File: src/rtl/alu_rs_if.sv
// Dispatch, CDB, flush and issue signals of the ALU reservation station.
interface alu_rs_if;
    logic        flush;
    logic        dis_valid;
    logic        dis_ready;
    logic [4:0]  dis_opcode;
    logic [2:0]  dis_funct3;
    logic        dis_funct7;
    logic [31:0] dis_rs1_data;
    logic [31:0] dis_rs2_data;
    logic [6:0]  dis_rs1_tag;
    logic [6:0]  dis_rs2_tag;
    logic        dis_rs1_rdy;
    logic        dis_rs2_rdy;
    logic [31:0] dis_imm;
    logic [31:0] dis_pc;
    logic [2:0]  dis_rob_idx;
    logic [6:0]  dis_rd;
    logic        cdb_valid;
    logic [6:0]  cdb_tag;
    logic [31:0] cdb_data;
    logic        alu_i_valid;
    logic [4:0]  alu_i_opcode;
    logic [2:0]  alu_i_funct3;
    logic        alu_i_funct7;
    logic [31:0] rs1_data;
    logic [31:0] rs2_data;
    logic [31:0] imm;
    logic [31:0] pc;
    logic [2:0]  alu_i_rob_idx;
    logic [6:0]  alu_i_rd;

    modport master (
        output flush, dis_valid, dis_opcode, dis_funct3, dis_funct7,
               dis_rs1_data, dis_rs2_data, dis_rs1_tag, dis_rs2_tag,
               dis_rs1_rdy, dis_rs2_rdy, dis_imm, dis_pc, dis_rob_idx, dis_rd,
               cdb_valid, cdb_tag, cdb_data,
        input  dis_ready, alu_i_valid, alu_i_opcode, alu_i_funct3, alu_i_funct7,
               rs1_data, rs2_data, imm, pc, alu_i_rob_idx, alu_i_rd
    );

    modport slave (
        input  flush, dis_valid, dis_opcode, dis_funct3, dis_funct7,
               dis_rs1_data, dis_rs2_data, dis_rs1_tag, dis_rs2_tag,
               dis_rs1_rdy, dis_rs2_rdy, dis_imm, dis_pc, dis_rob_idx, dis_rd,
               cdb_valid, cdb_tag, cdb_data,
        output dis_ready, alu_i_valid, alu_i_opcode, alu_i_funct3, alu_i_funct7,
               rs1_data, rs2_data, imm, pc, alu_i_rob_idx, alu_i_rd
    );
endinterface

File: src/rtl/alu_rs.sv
// ALU reservation station: buffers micro-ops, snoops the CDB for operands and issues the
// oldest ready op each cycle. Define ALU_RS_WAKEUP_BYPASS_EN for same-cycle wakeup issue.
module alu_rs #(
    parameter int DEPTH = 4
) (
    input  logic    clk,
    input  logic    rst,
    alu_rs_if.slave bus
);
    localparam int IW = $clog2(DEPTH);

    typedef struct packed {
        logic [4:0]  opcode;
        logic [2:0]  funct3;
        logic        funct7;
        logic [31:0] rs1_data;
        logic [6:0]  rs1_tag;
        logic        rs1_rdy;
        logic [31:0] rs2_data;
        logic [6:0]  rs2_tag;
        logic        rs2_rdy;
        logic [31:0] imm;
        logic [31:0] pc;
        logic [2:0]  rob_idx;
        logic [6:0]  rd;
    } entry_t;

    entry_t                      r_entry [DEPTH];
    logic [DEPTH-1:0]            r_valid;
    // r_age[i][j] set: entry i was dispatched before entry j.
    logic [DEPTH-1:0][DEPTH-1:0] r_age;

    logic [DEPTH-1:0] w_wake1, w_wake2, w_elig;
    logic [IW-1:0]    w_dis_idx, w_sel_idx;
    logic             w_full, w_dis_we, w_sel_any, w_issue, w_older;
    logic             w_new_hit1, w_new_hit2;
    entry_t           w_new;

    // NOTE: every always_comb output gets a default before any condition, so no latch is inferred.
    always_comb begin
        w_full    = &r_valid;
        w_dis_we  = bus.dis_valid && !w_full && !bus.flush;
        w_dis_idx = '0;
        for (int i = DEPTH - 1; i >= 0; i--)
            if (!r_valid[i]) w_dis_idx = IW'(i);
    end

    always_comb begin
        w_new_hit1     = bus.cdb_valid && !bus.dis_rs1_rdy && (bus.cdb_tag == bus.dis_rs1_tag);
        w_new_hit2     = bus.cdb_valid && !bus.dis_rs2_rdy && (bus.cdb_tag == bus.dis_rs2_tag);
        w_new.opcode   = bus.dis_opcode;
        w_new.funct3   = bus.dis_funct3;
        w_new.funct7   = bus.dis_funct7;
        w_new.rs1_data = w_new_hit1 ? bus.cdb_data : bus.dis_rs1_data;
        w_new.rs1_tag  = bus.dis_rs1_tag;
        w_new.rs1_rdy  = bus.dis_rs1_rdy || w_new_hit1;
        w_new.rs2_data = w_new_hit2 ? bus.cdb_data : bus.dis_rs2_data;
        w_new.rs2_tag  = bus.dis_rs2_tag;
        w_new.rs2_rdy  = bus.dis_rs2_rdy || w_new_hit2;
        w_new.imm      = bus.dis_imm;
        w_new.pc       = bus.dis_pc;
        w_new.rob_idx  = bus.dis_rob_idx;
        w_new.rd       = bus.dis_rd;
    end

    always_comb begin
        w_wake1 = '0;
        w_wake2 = '0;
        w_elig  = '0;
        for (int i = 0; i < DEPTH; i++) begin
            w_wake1[i] = bus.cdb_valid && !r_entry[i].rs1_rdy && (r_entry[i].rs1_tag == bus.cdb_tag);
            w_wake2[i] = bus.cdb_valid && !r_entry[i].rs2_rdy && (r_entry[i].rs2_tag == bus.cdb_tag);
`ifdef ALU_RS_WAKEUP_BYPASS_EN
            w_elig[i]  = r_valid[i] && (r_entry[i].rs1_rdy || w_wake1[i])
                                    && (r_entry[i].rs2_rdy || w_wake2[i]);
`else
            w_elig[i]  = r_valid[i] && r_entry[i].rs1_rdy && r_entry[i].rs2_rdy;
`endif
        end
    end

    // Oldest eligible entry: one that is older than every other eligible entry.
    always_comb begin
        w_sel_any = 1'b0;
        w_sel_idx = '0;
        w_older   = 1'b0;
        for (int i = 0; i < DEPTH; i++) begin
            w_older = w_elig[i];
            for (int j = 0; j < DEPTH; j++)
                if (j != i && w_elig[j] && !r_age[i][j]) w_older = 1'b0;
            if (w_older) begin
                w_sel_any = 1'b1;
                w_sel_idx = IW'(i);
            end
        end
        w_issue = w_sel_any && !bus.flush;
    end

    always_comb begin
        bus.dis_ready     = !w_full;
        bus.alu_i_valid   = w_issue;
        bus.alu_i_opcode  = '0;
        bus.alu_i_funct3  = '0;
        bus.alu_i_funct7  = 1'b0;
        bus.rs1_data      = '0;
        bus.rs2_data      = '0;
        bus.imm           = '0;
        bus.pc            = '0;
        bus.alu_i_rob_idx = '0;
        bus.alu_i_rd      = '0;
        if (w_issue) begin
            bus.alu_i_opcode  = r_entry[w_sel_idx].opcode;
            bus.alu_i_funct3  = r_entry[w_sel_idx].funct3;
            bus.alu_i_funct7  = r_entry[w_sel_idx].funct7;
`ifdef ALU_RS_WAKEUP_BYPASS_EN
            bus.rs1_data      = r_entry[w_sel_idx].rs1_rdy ? r_entry[w_sel_idx].rs1_data : bus.cdb_data;
            bus.rs2_data      = r_entry[w_sel_idx].rs2_rdy ? r_entry[w_sel_idx].rs2_data : bus.cdb_data;
`else
            bus.rs1_data      = r_entry[w_sel_idx].rs1_data;
            bus.rs2_data      = r_entry[w_sel_idx].rs2_data;
`endif
            bus.imm           = r_entry[w_sel_idx].imm;
            bus.pc            = r_entry[w_sel_idx].pc;
            bus.alu_i_rob_idx = r_entry[w_sel_idx].rob_idx;
            bus.alu_i_rd      = r_entry[w_sel_idx].rd;
        end
    end

    always_ff @(posedge clk or posedge rst) begin
        if (rst) begin
            r_valid <= '0;
            r_age   <= '0;
        end else if (bus.flush) begin
            r_valid <= '0;
        end else begin
            if (w_issue) r_valid[w_sel_idx] <= 1'b0;
            if (w_dis_we) begin
                r_valid[w_dis_idx] <= 1'b1;
                for (int j = 0; j < DEPTH; j++) begin
                    r_age[j][w_dis_idx] <= (IW'(j) != w_dis_idx);
                    r_age[w_dis_idx][j] <= 1'b0;
                end
            end
        end
    end

    // NOTE: the payload array is not reset; it is only observed through a set valid bit.
    always_ff @(posedge clk) begin
        for (int i = 0; i < DEPTH; i++) begin
            if (w_dis_we && w_dis_idx == IW'(i)) begin
                r_entry[i] <= w_new;
            end else begin
                if (w_wake1[i]) begin
                    r_entry[i].rs1_data <= bus.cdb_data;
                    r_entry[i].rs1_rdy  <= 1'b1;
                end
                if (w_wake2[i]) begin
                    r_entry[i].rs2_data <= bus.cdb_data;
                    r_entry[i].rs2_rdy  <= 1'b1;
                end
            end
        end
    end
endmodule
File: src/flat_wrapper.sv
// flat-port wrapper written by rule: the top's interface ports become plain ports
module alu_rs_flat 
#(
    parameter int DEPTH = 4
)
  (clk, rst, bus_flush, bus_dis_valid, bus_dis_opcode, bus_dis_funct3, bus_dis_funct7, bus_dis_rs1_data, bus_dis_rs2_data, bus_dis_rs1_tag, bus_dis_rs2_tag, bus_dis_rs1_rdy, bus_dis_rs2_rdy, bus_dis_imm, bus_dis_pc, bus_dis_rob_idx, bus_dis_rd, bus_cdb_valid, bus_cdb_tag, bus_cdb_data, bus_dis_ready, bus_alu_i_valid, bus_alu_i_opcode, bus_alu_i_funct3, bus_alu_i_funct7, bus_rs1_data, bus_rs2_data, bus_imm, bus_pc, bus_alu_i_rob_idx, bus_alu_i_rd);
  alu_rs_if bus_i ();
  input  logic clk;
  input  logic rst;
  input wire logic [$bits(bus_i.flush)-1:0] bus_flush;
  input wire logic [$bits(bus_i.dis_valid)-1:0] bus_dis_valid;
  input wire logic [$bits(bus_i.dis_opcode)-1:0] bus_dis_opcode;
  input wire logic [$bits(bus_i.dis_funct3)-1:0] bus_dis_funct3;
  input wire logic [$bits(bus_i.dis_funct7)-1:0] bus_dis_funct7;
  input wire logic [$bits(bus_i.dis_rs1_data)-1:0] bus_dis_rs1_data;
  input wire logic [$bits(bus_i.dis_rs2_data)-1:0] bus_dis_rs2_data;
  input wire logic [$bits(bus_i.dis_rs1_tag)-1:0] bus_dis_rs1_tag;
  input wire logic [$bits(bus_i.dis_rs2_tag)-1:0] bus_dis_rs2_tag;
  input wire logic [$bits(bus_i.dis_rs1_rdy)-1:0] bus_dis_rs1_rdy;
  input wire logic [$bits(bus_i.dis_rs2_rdy)-1:0] bus_dis_rs2_rdy;
  input wire logic [$bits(bus_i.dis_imm)-1:0] bus_dis_imm;
  input wire logic [$bits(bus_i.dis_pc)-1:0] bus_dis_pc;
  input wire logic [$bits(bus_i.dis_rob_idx)-1:0] bus_dis_rob_idx;
  input wire logic [$bits(bus_i.dis_rd)-1:0] bus_dis_rd;
  input wire logic [$bits(bus_i.cdb_valid)-1:0] bus_cdb_valid;
  input wire logic [$bits(bus_i.cdb_tag)-1:0] bus_cdb_tag;
  input wire logic [$bits(bus_i.cdb_data)-1:0] bus_cdb_data;
  output wire logic [$bits(bus_i.dis_ready)-1:0] bus_dis_ready;
  output wire logic [$bits(bus_i.alu_i_valid)-1:0] bus_alu_i_valid;
  output wire logic [$bits(bus_i.alu_i_opcode)-1:0] bus_alu_i_opcode;
  output wire logic [$bits(bus_i.alu_i_funct3)-1:0] bus_alu_i_funct3;
  output wire logic [$bits(bus_i.alu_i_funct7)-1:0] bus_alu_i_funct7;
  output wire logic [$bits(bus_i.rs1_data)-1:0] bus_rs1_data;
  output wire logic [$bits(bus_i.rs2_data)-1:0] bus_rs2_data;
  output wire logic [$bits(bus_i.imm)-1:0] bus_imm;
  output wire logic [$bits(bus_i.pc)-1:0] bus_pc;
  output wire logic [$bits(bus_i.alu_i_rob_idx)-1:0] bus_alu_i_rob_idx;
  output wire logic [$bits(bus_i.alu_i_rd)-1:0] bus_alu_i_rd;
  assign bus_i.flush = bus_flush;
  assign bus_i.dis_valid = bus_dis_valid;
  assign bus_i.dis_opcode = bus_dis_opcode;
  assign bus_i.dis_funct3 = bus_dis_funct3;
  assign bus_i.dis_funct7 = bus_dis_funct7;
  assign bus_i.dis_rs1_data = bus_dis_rs1_data;
  assign bus_i.dis_rs2_data = bus_dis_rs2_data;
  assign bus_i.dis_rs1_tag = bus_dis_rs1_tag;
  assign bus_i.dis_rs2_tag = bus_dis_rs2_tag;
  assign bus_i.dis_rs1_rdy = bus_dis_rs1_rdy;
  assign bus_i.dis_rs2_rdy = bus_dis_rs2_rdy;
  assign bus_i.dis_imm = bus_dis_imm;
  assign bus_i.dis_pc = bus_dis_pc;
  assign bus_i.dis_rob_idx = bus_dis_rob_idx;
  assign bus_i.dis_rd = bus_dis_rd;
  assign bus_i.cdb_valid = bus_cdb_valid;
  assign bus_i.cdb_tag = bus_cdb_tag;
  assign bus_i.cdb_data = bus_cdb_data;
  assign bus_dis_ready = bus_i.dis_ready;
  assign bus_alu_i_valid = bus_i.alu_i_valid;
  assign bus_alu_i_opcode = bus_i.alu_i_opcode;
  assign bus_alu_i_funct3 = bus_i.alu_i_funct3;
  assign bus_alu_i_funct7 = bus_i.alu_i_funct7;
  assign bus_rs1_data = bus_i.rs1_data;
  assign bus_rs2_data = bus_i.rs2_data;
  assign bus_imm = bus_i.imm;
  assign bus_pc = bus_i.pc;
  assign bus_alu_i_rob_idx = bus_i.alu_i_rob_idx;
  assign bus_alu_i_rd = bus_i.alu_i_rd;
  alu_rs #(.DEPTH(DEPTH)) u_core (.clk(clk), .rst(rst), .bus(bus_i));
endmodule
File: config.mk
export PLATFORM = sky130hd
export DESIGN_NAME = alu_rs_flat
export DESIGN_NICKNAME = d
export VERILOG_FILES = /design/src/rtl/alu_rs_if.sv /design/src/rtl/alu_rs.sv /design/src/flat_wrapper.sv
export SDC_FILE = /design/constraint.sdc
export NUM_CORES = 1
export LEC_CHECK = 0
export BUFFER_PORTS_ARGS = -buffer_cell sky130_fd_sc_hd__buf_2
export CELL_PAD_IN_SITES_DETAIL_PLACEMENT = 0
export CELL_PAD_IN_SITES_GLOBAL_PLACEMENT = 1
export CORE_UTILIZATION = 43
export DETAILED_ROUTE_END_ITERATION = 7
export PLACE_DENSITY = 0.87
export SLEW_MARGIN = 10
export SYNTH_ARGS = -nofsm -noshare
export SYNTH_HDL_FRONTEND = slang
export SYNTH_SLANG_ARGS = --single-unit
File: constraint.sdc
create_clock -name clk -period 3.7 [get_ports clk]
set_clock_uncertainty 0.2 [all_clocks]
set_input_delay 0.185 -clock clk [delete_from_list [all_inputs] [get_ports clk]]
set_output_delay 0.185 -clock clk [all_outputs]
set_load 0.005 [all_outputs]
---- Yosys cells after proc, flatten, opt, wreduce, memory -nomap -nowiden ----
Memories as Yosys holds them, arrays and structs flattened.
Index checks and enable logic that the tools add are counted.
storage, ports and cells
  bits in registers ....................... 20
  bits in writable memories ............... 652
  input port bits ......................... 207
  output and inout port bits .............. 149
  word-level logic and storage cells ...... 235
  memories ................................ 1
memory list
  memory          words  bits a word  read ports  clocked after Yosys merged registers in  write ports  line          source
  u_core.r_entry  4      163          5           0                                        4            alu_rs.sv:28  entry_t r_entry [DEPTH];
cells by class
  order comparisons ....................... 4
  equal/unequal tests ..................... 16
  muxes and demuxes ....................... 102
  bitwise gates (word level) .............. 28
  reduce and logical (&&, ||, !) cells .... 79
operators by type and width
  kind                                                               number
  2-to-1 mux 32 bit                                                  14
  == test 7 bit                                                      10
  AND 16 bit                                                         4
  inverter 16 bit                                                    4
  2-to-1 mux 1 bit                                                   61
  logical AND 1 bit                                                  49
  demux 4 bit (select 2 bit)                                         4
  zero test 1 bit                                                    24
  2-to-1 mux 4 bit                                                   5
  bitwise mux 4 bit                                                  4
  bitwise OR 1 bit                                                   16
  2-to-1 mux 2 bit                                                   7
  2-to-1 mux 3 bit                                                   3
  2-to-1 mux 7 bit                                                   1
  less-than comparator 2 x 3 -> 1 bit, second input constant         2
  2-to-1 mux 5 bit                                                   1
  AND 4 bit                                                          1
  demux 1 bit (select 2 bit)                                         2
  == test 2 bit, second input constant                               2
  greater-or-equal comparator 2 x 1 -> 1 bit, second input constant  2
  inequality test 2 bit, first input constant                        2
  inverter 4 bit                                                     1
  bitwise OR 4 bit                                                   1
  AND reduction 4 bit                                                1
  7 further kinds                                                    8

---- Longest topological paths before layout ----
An unclocked memory read counts as a cell.
  word-level depth ........................ 21
  mapped depth ............................ 9
  mapped depth without buffers ............ 5

---- Worst setup path after synthesis ----
No wires, ideal clock.
  path type ............................... register to register
  from .................................... reg u_core.r_valid[1]
  to ...................................... mem u_core.r_entry[2][100] (netlist name), data pin
  setup time .............................. 0.131 ns
  data arrival time ....................... 3.762 ns
  data required time ...................... 3.369 ns
  setup slack ............................. -0.393 ns
  stages on the path, launching flop included .. 9
  path buffers ............................ 3
  period minus slack after synthesis ...... 4.093 ns
  cells stage by stage .................... dfrtp_1 clkbuf_1 nor2b_1 nand3_1 clkbuf_1 inv_1 a21bo_2 buf_2 a22o_1
RTL lines
  item                             line           source
  start, declared                  alu_rs.sv:29   logic [DEPTH-1:0] r_valid;
  start signal, assigned           alu_rs.sv:131  r_valid <= '0;
  start signal, assigned           alu_rs.sv:134  r_valid <= '0;
  start signal, assigned by index  alu_rs.sv:136  if (w_issue) r_valid[w_sel_idx] <= 1'b0;
  end, declared                    alu_rs.sv:28

---- Worst setup path after layout ----
  from .................................... reg u_core.r_valid[2]
  to ...................................... out bus_alu_i_funct3[2]
between the ends
  word-level cells in the longest chain between the ends .. 11
  elaborated cells between the ends (all ways) .. 23
  classes of those cells .................. 16 x mux; 6 x reduce/logical; 1 x memory
RTL lines
  item                                                               line                source
  logical AND 1 bit * (2 in a row)                                   alu_rs.sv:77        w_elig[i] = r_valid[i] && r_entry[i].rs1_rdy && r_entry[i].rs2_rdy;
  branches (longest 8 deep; another with memory read (4 x 163 bit))  --
  2-to-1 mux 3 bit *                                                 alu_rs.sv:111       if (w_issue) begin
  end, declared                                                      flat_wrapper.sv:31  output wire logic [$bits(bus_i.alu_i_funct3)-1:0] bus_alu_i_funct3;
Mark *: on every way between the ends.

==> impl.org <==
** STA
- Share of the clock period used by the worst path :: between 90 and 100%
- The worst path in the final design needs a cycle of 3.62 ns, including I/O delays and setup.
- Count of endpoints failing hold in the final timing report :: 0
- Setup repair after global routing could not meet its margin everywhere.
- Setup violations remaining at the end of the flow were counted as 0.
- The final count of pins violating max slew came to 0.
- Slew @ Worst Pin :: between 1 and 1.5 ns
- Derived from the worst setup path, the maximum achievable clock frequency is about 0.28 GHz.
- Rel. slew slack :: between 20% and 30%

** Yosys
- The synthesized netlist devotes ~12% of its cell area to compound gates.
- Synth area leader :: sky130_fd_sc_hd__edfxtp_1
- By area, the combinational part of the netlist is dominated by compound AO/OA/AOI/OAI gates.
- Count of state elements after synthesis :: 668
- Most common cell in the synthesized netlist :: sky130_fd_sc_hd__edfxtp_1
- In this run the biggest area consumer among cell types represents between 60% and 70% of the synthesized area.
- Area share of fa/ha/maj cells after synthesis :: 0%
- After Yosys synthesis, XOR and XNOR cells account for 2.10% of the synthesized area.
- Dividing the synthesized area by the synthesized cell count gives roughly 13 um^2.
- Share of synthesized area occupied by flip-flops and latches :: 68.3%
- After synthesis, the share of cell area in mux cells is under 10%.
- During synthesis, Yosys emitted a total of 0 warnings.
- Share of synthesized registers carrying an async set or reset :: approximately 2.4%
- Counting every net in the synthesized netlist gives between 2000 and 2500.
- Counting distinct cell types in the post-synthesis netlist gives 41.
- The most used flip-flop cell after synthesis is sky130_fd_sc_hd__edfxtp_1.
- Simple-gate portion of the synthesized area :: under 10%
- Synthesis produced a netlist whose cell count is roughly 2200.
- By count the netlist is led by 650 x sky130_fd_sc_hd__edfxtp_1, 314 x sky130_fd_sc_hd__nand2_1, 305 x sky130_fd_sc_hd__a21oi_1.
- Leading cell types by total area after synthesis :: sky130_fd_sc_hd__edfxtp_1 67%, sky130_fd_sc_hd__mux2_2 7.4%, sky130_fd_sc_hd__a21oi_1 5.2%
- Number of synthesized flops with an enable pin :: 650
- Cell area after synthesis :: 0.0292 mm^2

** Route
- DRC violations left :: 0
- Before antenna repair, the detailed router went through 7 iterations.
- After detailed routing, the total wire length is 86600 um.
- Ratio of routed vias to standard cells :: approximately 5.7
- Across all layers, the routed design uses 21200 vias.
- Antenna violation net count after detailed routing :: 0
- For this block, the initial DRC count from the detailed router was 1917.
- Dividing the detail-routed wire length by the instance count gives roughly 23 um.

** Finish
- After filler insertion, the fill cell instance count of the layout stands at 5294.
- Post-layout util :: 55.4%
- In the final design database the tool counted about 3000 nets.
- Area growth, synth to finish :: 27.4%
- Final instance count without filler cells :: 3701
- The post-route netlist has a little over a quarter of its cells at a drive strength greater than 1.

** Pwr
- VDD sags by at most around 0.26 mV.
- Leakage power total :: 14.0 nW
- Cell area power density :: about 440 mW/mm^2

** Placement
- In this run, placement finished with an instance count of between 3000 and 4000.
- Routability-driven placement finished with a final weighted congestion of 0.816.
- Summed over all nets, the half-perimeter wirelength after detailed placement is 47500 um.
- IO buf count :: approximately 360

** Run
- Max-cap violations in this run came to 0.

** Global routing
- Vias in the first global route :: 21700
- Global routing consumed, over all layers together, roughly a quarter of the routing resources.
- First-pass GRT wire length :: ~130000 um
- After global routing the overflow that remains totals 0.
- Maximum number of pins on one net before global-route repair :: ~150
- The number of antenna violations at the first check in global routing came to 7.

** Setup path
- The most critical setup path has its endpoint at bus_alu_i_funct3[2].
- Worst Reg2Reg Path Length in Cells :: 7
- The worst setup path is captured at an output pin.
- Element type at the critical path start :: register
- Critical path start-end classification :: reg2out
- Worst R2R End :: u_core.r_entry[2][110]$_DFFE_PP_
- The most critical setup path has its startpoint at u_core.r_valid[2]$_DFF_PP0_.
- Arrival time at the worst endpoint :: around 3.2 ns
- At the worst endpoint, the required time is around 3.3 ns.
- CP max FO :: ~120
- In this run the register-to-register setup slack is roughly 0.15 ns.
- In this run the critical register-to-register path is launched from u_core.r_valid[1]$_DFF_PP0_.

** Die
- From left edge to right edge, the die measures 263 um.
- Boundary Pins :: roughly 360
- The die is approximately 260 um tall.
- Starting density of the core :: 43.5%
- The die covers 0.0690 mm^2.
- Core ar. :: around 0.067 mm^2
- Row generation in the floorplan step produced 95 rows.

** Outcome
- The flow ran to the end, and the final reports show no timing, DRC or antenna violations.

** CTS
- For the worst-skew pair, the clock arrives at the later sink with an insertion delay of approximately 0.6 ns.
- Clock-pin slew was measured on the worst setup and hold paths at about 0.06 ns.
- Master cell of the clock root buffer :: sky130_fd_sc_hd__clkbuf_16
- TritonCTS clock tree :: done
- H-tree depth :: 3
- CTS max path bufs :: 3
- The clock drives ~670 sinks.
- TritonCTS created 73 clock buffers.

** Hold path
- The worst hold path belongs to the class in2reg.
-- per-layer routing --
layer	GRT usage, %	share of wire (%)	vias up
met1	29.1	39	10500
met5	0	0.015	-
li1	-	-	9381
met4	10.5	3.7	2
met2	41.6	50	1023
met3	4.05	7.3	214
-- report_power, final --
group / switching, mW / internal [mW]
registers: 0.0647 / 8.48
logic: 0.558 / 0.507
clock network: 2.95 / 3.88
-- cells by family after synthesis --
kind of cell | after synthesis
buffers and inverters | 164
AND/OR/NAND/NOR | 542
multiplexers | 192
AO/OA/AOI/OAI | 542
flip-flops | 668
XOR/XNOR | 70
-- area by class of cell --
| class | count | area, um^2 | share of cell area, % |
|---|---|---|---|
| diodes | 6 | 15.0 | 0.0404 |
| clock buffers | 94 | 1950 | 5.23 |
| clock inverters | 34 | 265 | 0.713 |
| inverters | 8 | 41.3 | 0.111 |
| multi-input cells | 1349 | 8820 | 23.7 |
| flip-flops and latches | 668 | 20000 | 53.6 |
| well taps | 873 | 1090 | 2.94 |
| repair buffers | 669 | 5060 | 13.6 |
-- critical path: stages (launching register included) --
cell and delay (ns):
sky130_fd_sc_hd__dfrtp_1 0.47, sky130_fd_sc_hd__and3_1 0.29, sky130_fd_sc_hd__a2111oi_4 0.45, sky130_fd_sc_hd__buf_6 0.35, sky130_fd_sc_hd__buf_16 0.38, sky130_fd_sc_hd__nand2_1 0.12
sky130_fd_sc_hd__a21oi_1 0.20, sky130_fd_sc_hd__buf_2 0.15
-- worst min path at each step --
stage	end	startpoint	cells past startpoint	slack, ns
CTS	u_core.r_entry[2][114]$_DFF_P_	bus_cdb_tag[5]	4	0.004
floorplan	asynchronous set/reset pin	rst	1	-0.10
global placement	asynchronous set/reset pin	rst	2	0.08
detailed placement	u_core.r_valid[3]$_DFF_PP0_	rst	2	0.09
global route	u_core.r_entry[2][114]$_DFF_P_	bus_cdb_tag[5]	4	0.06
finish	u_core.r_entry[2][114]$_DFF_P_	bus_cdb_tag[5]	4	0.05
-- cell usage in the layout, fill, tap and decap left out, types with 6 or more instances in the layout --
cell                            count
sky130_fd_sc_hd__nand4b_1           7
sky130_fd_sc_hd__clkbuf_16         76
sky130_fd_sc_hd__nand2_1          312
sky130_fd_sc_hd__nor2_1           166
sky130_fd_sc_hd__a21oi_4            6
sky130_fd_sc_hd__xor2_1            14
sky130_fd_sc_hd__edfxtp_1         650
sky130_fd_sc_hd__inv_6              7
sky130_fd_sc_hd__a22o_1            64
sky130_fd_sc_hd__clkbuf_1          18
sky130_fd_sc_hd__a21oi_1          297
sky130_fd_sc_hd__a211o_1          148
sky130_fd_sc_hd__nor2b_1            8
sky130_fd_sc_hd__buf_12            15
sky130_fd_sc_hd__dlygate4sd3_1    247
sky130_fd_sc_hd__mux2_2           192
sky130_fd_sc_hd__clkinv_2           9
sky130_fd_sc_hd__dfrtp_1           16
sky130_fd_sc_hd__diode_2            6
sky130_fd_sc_hd__nand4_1           18
sky130_fd_sc_hd__o21ai_4            6
sky130_fd_sc_hd__buf_4             44
sky130_fd_sc_hd__buf_2            355
sky130_fd_sc_hd__clkinv_1          12
sky130_fd_sc_hd__xnor2_1           56
-- flip-flops by register name, summed over array words and instances, names as in the netlist, named ones only --
name / count
u_core.r_age: 4
u_core.r_entry: 652
u_core.r_valid: 4
-- stage by stage --
| step | cell area, um^2 | setup slack [ns] | hold WS (ns) | TNS, ns | power, mW |
|---|---|---|---|---|---|
| 6_report | 37200 | 0.0792 | 0.0510 | 0 | 16.4 |
| 5_1_grt | 37200 | -0.0680 | 0.0629 | -0.674 | 16.9 |
| 4_1_cts | 37000 | 0.0201 | 0.00374 | 0 | 16.5 |
| 3_5_place_dp | 32300 | 0.587 | 0.0906 | 0 | 9.55 |
| 3_3_place_gp | 32300 | 0.613 | 0.0763 | 0 | 9.51 |
| 2_1_floorplan | 29200 | 0.0314 | -0.101 | 0 | 9.12 |
-- repair_timing --
item,4_1_cts,5_1_grt
endpoints found under the hold margin,678,0
gates cloned,0,5
hold buffers,247,0
gates resized for setup,7,6
pin swaps,0,4
endpoints found under the setup margin,7,92
setup buffers,0,10
No activity file was read; power rests on OpenSTA's default activity.
